[config.mk]
export PLATFORM = sky130hd
export DESIGN_NAME = demux1_4_reg
export DESIGN_NICKNAME = d
export VERILOG_FILES = /design/src/rtl/demux1_4_reg.sv
export SDC_FILE = /design/constraint.sdc
export NUM_CORES = 1
export LEC_CHECK = 0
export BUFFER_PORTS_ARGS = -buffer_cell sky130_fd_sc_hd__buf_2
export CAP_MARGIN = 0
export CORE_ASPECT_RATIO = 1.25
export CORE_MARGIN = 5
export CORE_UTILIZATION = 24
export CTS_CLUSTER_DIAMETER = 50
export CTS_CLUSTER_SIZE = 12
export DETAILED_ROUTE_END_ITERATION = 7
export GPL_ROUTABILITY_DRIVEN = 0
export GPL_TIMING_DRIVEN = 0
export PLACE_DENSITY = 0.47
export SETUP_SLACK_MARGIN = 0.2
export SLEW_MARGIN = 30
export SYNTH_ARGS = -nofsm -noshare
export SYNTH_HDL_FRONTEND = slang
export SYNTH_SLANG_ARGS = --single-unit
[constraint.sdc]
create_clock -name clk -period 1.8 [get_ports clk]
set_input_delay 0.09 -clock clk [delete_from_list [all_inputs] [get_ports clk]]
set_output_delay 0.09 -clock clk [all_outputs]
set_load 0.005 [all_outputs]
[src/rtl/demux1_4_reg.sv]
// demux1_4_reg: registered 1-to-4 stream demultiplexer.
// One producer word per cycle is steered by in_sel into one of four
// single-entry channel registers (a..d), each with its own valid/ready
// handshake and a wrapping count of words delivered to its consumer.
//
// Ports:
//   clk, rst_n        clock, asynchronous active-low reset
//   in_valid/in_ready producer handshake
//   in_sel, in_data   target channel (0=a..3=d) and word
//   out_valid[3:0]    per-channel word held (bit0=a .. bit3=d)
//   out_ready[3:0]    per-channel consumer accepts
//   out_a..out_d      channel holding registers
//   cnt_a..cnt_d      per-channel delivered-word counters
//   busy              any channel holding a word
module demux1_4_reg #(
   parameter int WIDTH = 32,
   parameter int CNT_W = 8
) (
   input  logic             clk,
   input  logic             rst_n,
   input  logic             in_valid,
   output logic             in_ready,
   input  logic [1:0]       in_sel,
   input  logic [WIDTH-1:0] in_data,
   output logic [3:0]       out_valid,
   input  logic [3:0]       out_ready,
   output logic [WIDTH-1:0] out_a,
   output logic [WIDTH-1:0] out_b,
   output logic [WIDTH-1:0] out_c,
   output logic [WIDTH-1:0] out_d,
   output logic [CNT_W-1:0] cnt_a,
   output logic [CNT_W-1:0] cnt_b,
   output logic [CNT_W-1:0] cnt_c,
   output logic [CNT_W-1:0] cnt_d,
   output logic             busy
);

   localparam logic [0:0] S_EMPTY = 1'b0;
   localparam logic [0:0] S_FULL  = 1'b1;

   logic             in_fire;
   logic [3:0]       load;
   logic [3:0]       drain;
   logic [WIDTH-1:0] dout [4];
   logic [CNT_W-1:0] cnt  [4];

   // Only the selected channel decides acceptance; a full channel
   // that is draining this edge can take a new word (full throughput).
   assign in_ready = !out_valid[in_sel] | out_ready[in_sel];
   assign in_fire  = in_valid & in_ready;

   for (genvar i = 0; i < 4; i++) begin : g_ch
      logic [0:0]       state_q;
      logic [0:0]       state_d;
      logic [WIDTH-1:0] data_q;
      logic [WIDTH-1:0] data_d;
      logic [CNT_W-1:0] cnt_q;
      logic [CNT_W-1:0] cnt_d;

      assign out_valid[i] = (state_q == S_FULL);
      assign load[i]      = in_fire & (in_sel == 2'(i));
      // ready on an empty channel is ignored
      assign drain[i]     = out_valid[i] & out_ready[i];

      always_comb begin
         state_d = state_q;
         case (state_q)
            S_EMPTY: begin
               if (load[i]) state_d = S_FULL;
            end
            S_FULL: begin
               if (drain[i] && !load[i]) state_d = S_EMPTY;
            end
         endcase
      end

      // data is kept when the channel empties
      assign data_d = load[i]  ? in_data : data_q;
      assign cnt_d  = drain[i] ? cnt_q + CNT_W'(1) : cnt_q;

      always_ff @(posedge clk or negedge rst_n) begin
         if (!rst_n) begin
            state_q <= S_EMPTY;
            data_q  <= '0;
            cnt_q   <= '0;
         end else begin
            state_q <= state_d;
            data_q  <= data_d;
            cnt_q   <= cnt_d;
         end
      end

      assign dout[i] = data_q;
      assign cnt[i]  = cnt_q;
   end

   assign out_a = dout[0];
   assign out_b = dout[1];
   assign out_c = dout[2];
   assign out_d = dout[3];
   assign cnt_a = cnt[0];
   assign cnt_b = cnt[1];
   assign cnt_c = cnt[2];
   assign cnt_d = cnt[3];
   assign busy  = |out_valid;

endmodule

==> Flow_metrics.wiki <==
{| class="wikitable"
! Metric !! Value
|-
| Number of placement rows || 66
|-
| Overall die width || 156 µm
|-
| Vias after detailed routing || 4291
|-
| Synth area leader || dfrtp_1
|-
| I/O pins || between 200 and 250
|-
| Worst Setup End Kind || output pin
|-
| Arrival time of data at the critical path endpoint || about 1.5 ns
|-
| HPWL after detailed placement || about 12 mm
|-
| Final net count || slightly above 700
|-
| Sinks on the clock net || 164
|-
| Placeable core region || around 26000 µm²
|-
| Worst-path clk slew || approximately 0.060 ns
|-
| Setup repair after global routing missed its margin || yes
|-
| Static power due to leakage || 4.26 nW
|-
| HP Class || primary input to flop
|-
| Post-Syn Instances || slightly above 400
|-
| Minimum setup slack among reg-to-reg paths || ~0.27 ns
|-
| Number of endpoints failing setup at the final stage || 0
|-
| Grt ovf || 0
|-
| Reported max-cap violation count || 0
|-
| Antenna violations before repair || 0
|-
| Post-synthesis register bit count || roughly 160
|-
| Critical hold path startpoint || out_ready[0]
|-
| Worst Skew || approximately 0.0064 ns
|-
| Final design area excluding fillers || 9000 µm²
|-
| Initial Util || 24.4%
|-
| Final Slew Violations || 0
|-
| Type of origin of the critical path || flop
|-
| Synth warn || 0
|-
| RR Startpoint || g_ch[1].state_q$_DFF_PN0_
|-
| Number of distinct standard cells referenced by the synthesized netlist || 27
|-
| Vias in the first global route || about 4800
|-
| Wire length of the first global-routing pass || approximately 27 mm
|-
| Post-synth net total || approximately 450
|-
| Height of the die || between 150 and 200 µm
|-
| Antenna fix cells || 0
|-
| Post-synth design cell area || 6390 µm²
|-
| DRC violation total after the first TritonRoute iteration || between 80 and 90
|-
| Reg2Reg Capture Point || out_b[4]$_DFFE_PN0P_
|-
| Tightest slew margin relative to the limit || about three fifths
|-
| Worst hold path depth || 3
|-
| Fin crit period || around 1.6 ns
|-
| Final number of hold-violating endpoints || 0
|-
| Total placed instance area || between 7000 and 8000 µm²
|-
| DRT Wirelength || around 17 mm
|-
| Post-Synthesis Mean Instance Area || 15.6 µm²
|-
| Fillcell total || around 2600
|-
| Synth-to-Final Area Change || 40.8%
|-
| DR vias/cell || 4.15
|-
| Critical path class || flop to output pin
|-
| Post-route ant nets || 0
|-
| CTS tree || yes
|-
| All-Layer GR Usage || a little under an eighth
|-
| Worst EP required || ~1.7 ns
|-
| Worst IR drop on VDD || just under 600 µV
|-
| Destination of the worst hold path || cnt_a[2]$_DFFE_PN0N_
|-
| Part of the Yosys area used for sequential elements || roughly 64%
|-
| Remaining routing DRC violations || 0
|-
| Wirelength per Cell || 16.6 µm
|-
| Power density relative to cell area || 1230 nW/µm²
|-
| Share of the synthesized area in the top cell type || ~64%
|-
| Largest net degree at the start of global routing || 89
|-
| Worst-Skew Late Latency || ~0.42 ns
|-
| CTS Root Buffer Type || clkbuf_16
|-
| H-tree depth || 4
|-
| Fraction of the cycle the final worst path needs || between 80% and 90%
|-
| Total power consumption of the routed design || around 11 mW
|-
| Number of detailed-routing iterations run before antenna repair || 4
|-
| Total of buffers placed on input and output ports || 205
|-
| Status || finished clean
|-
| Tightest Pin Transition || between 0.6 and 0.7 ns
|-
| Largest buffer count on any clock path || 2
|-
| Die area || 30000 µm²
|-
| Max Clock Freq || 0.618 GHz
|-
| Top area cells in the synthesized netlist || dfrtp_1 (64%), mux2_2 (23%), xnor2_1 (2.2%)
|-
| Worst R2R Path Depth || 5
|-
| Inserted Clock Buffers || 17
|-
| Crit-path max FO || 3
|-
| Fraction of final layout cells with drive strength greater than 1 || 57.5%
|}
-- cell type report --
class | instances | area [µm²] | area share, %
clock inverters | 10 | 123 | 1.36
flip-flops and latches | 164 | 4110 | 45.6
clock buffers | 22 | 484 | 5.38
plain buffers | 21 | 218 | 2.42
repair buffers | 253 | 1520 | 16.9
well taps | 340 | 425 | 4.73
multi-input cells | 224 | 2130 | 23.6
-- metal layers --
metal	routed length (µm)	part of all wire (%)	up-vias	GRT usage, %
met5	0	0	-	0
met2	8760	51	117	20.0
met3	1130	6.6	12	3.70
li1	-	-	1974	-
met4	213	1.2	0	3.70
met1	7090	41	2188	14.0
-- how the worst max path moves through the flow --
| stage | from | endpoint | slack (ns) | depth (start not counted) |
|---|---|---|---|---|
| after global routing | g_ch[1].state_q$_DFF_PN0_ | in_ready | 0.11 | 3 |
| final | g_ch[1].state_q$_DFF_PN0_ | in_ready | 0.18 | 3 |
| after global placement | rst_n | out_a[27]$_DFFE_PN0P_ | -1.78 | 1 |
| after floorplan | g_ch[1].state_q$_DFF_PN0_ | out_b[0]$_DFFE_PN0P_ | 0.41 | 4 |
| after CTS | g_ch[3].state_q$_DFF_PN0_ | in_ready | 0.15 | 3 |
| after detailed placement | g_ch[0].state_q$_DFF_PN0_ | out_a[3]$_DFFE_PN0P_ | -0.12 | 4 |
-- state kept, by name (all words and copies together), names as in the netlist --
register	cells
cnt_a	8
cnt_c	8
out_c	32
out_b	32
cnt_b	8
out_a	32
out_d	32
cnt_d	8
g_ch.state_q	4
-- worst max-delay path: stages (launching register included) --
cell      delay (ns)
dfrtp_1         0.38
nand2b_1        0.11
mux4_2          0.49
buf_6           0.14
-- cells in the final DEF (no fill, tap or decap), types with 3 or more instances in the layout --
cell type,count
buf_2,202
dfrtp_1,163
mux2_2,128
dlygate4sd3_1,37
nand2_1,18
clkbuf_16,17
xnor2_1,16
buf_4,16
xor2_1,12
nand4_1,9
buf_6,8
buf_8,7
nand3_1,5
and3_1,5
nor3_1,5
nand2b_1,4
mux2_1,4
nor2_1,4
ha_1,4
clkbuf_8,4
clkbuf_1,3
clkinvlp_4,3
clkinv_4,3
-- cells in the mapped netlist --
cell      count
and3_1        5
nor3b_4       1
mux2_1        4
buf_2         5
clkbuf_2      1
nand2b_1      4
buf_4         4
nand3_1       5
nand4_1       9
ha_1          4
nand2_1      18
nor4_1        1
nor2b_2       1
dfrtp_1     164
mux4_2        1
nand3b_1      1
xnor2_1      16
or4_1         1
mux2_2      128
nor3_1        5
nor2b_1       1
and2_1        2
nor2_1        4
buf_6         9
o21ai_0       1
clkbuf_1      2
xor2_1       12
-- stage by stage --
step	hold WS [ns]	util [%]	TNS, ns	std cells	setup slack (ns)
final	0.0398	34.4	0	1034	0.181
after global placement	0.354	30.0	-290.49	954	-1.78
after global routing	0.0310	34.4	0	1034	0.108
after floorplan	-0.206	-	0	409	0.407
after detailed placement	0.0991	30.1	-2.74	955	-0.120
after CTS	0.0178	34.2	0	1033	0.146
-- where the power goes --
| group | internal (mW) | switching [mW] | total (mW) |
|---|---|---|---|
| clock network | 2.20 | 1.50 | 3.70 |
| logic | 1.33 | 0.949 | 2.28 |
| registers | 4.49 | 0.566 | 5.06 |
| total | 8.02 | 3.02 | 11.0 |
-- what timing repair did --
action                     4_1_cts  5_1_grt
setup buffers                    9        1
setup endpoints to repair      122       50
hold buffers                    37        0
hold endpoints to repair       207        0
cloned                           0        0
gates resized for setup         11       10
pin swaps                        2        0
-- cells by family (layout without fill, tap and decap cells) --
logic type                 Yosys count  count (layout)  share of synthesized area (%)
adders and majority gates            4               4                          0.783
muxes                              133             133                           23.6
buffers and inverters               21             306                           2.64
and+or+nand+nor                     58              58                           4.89
xor gates and xnor gates            28              28                           3.83
AOI/OAI and AO/OA                    1               1                         0.0782
DFF                                164             164                           64.2
Power figures use the tool's default switching activity.
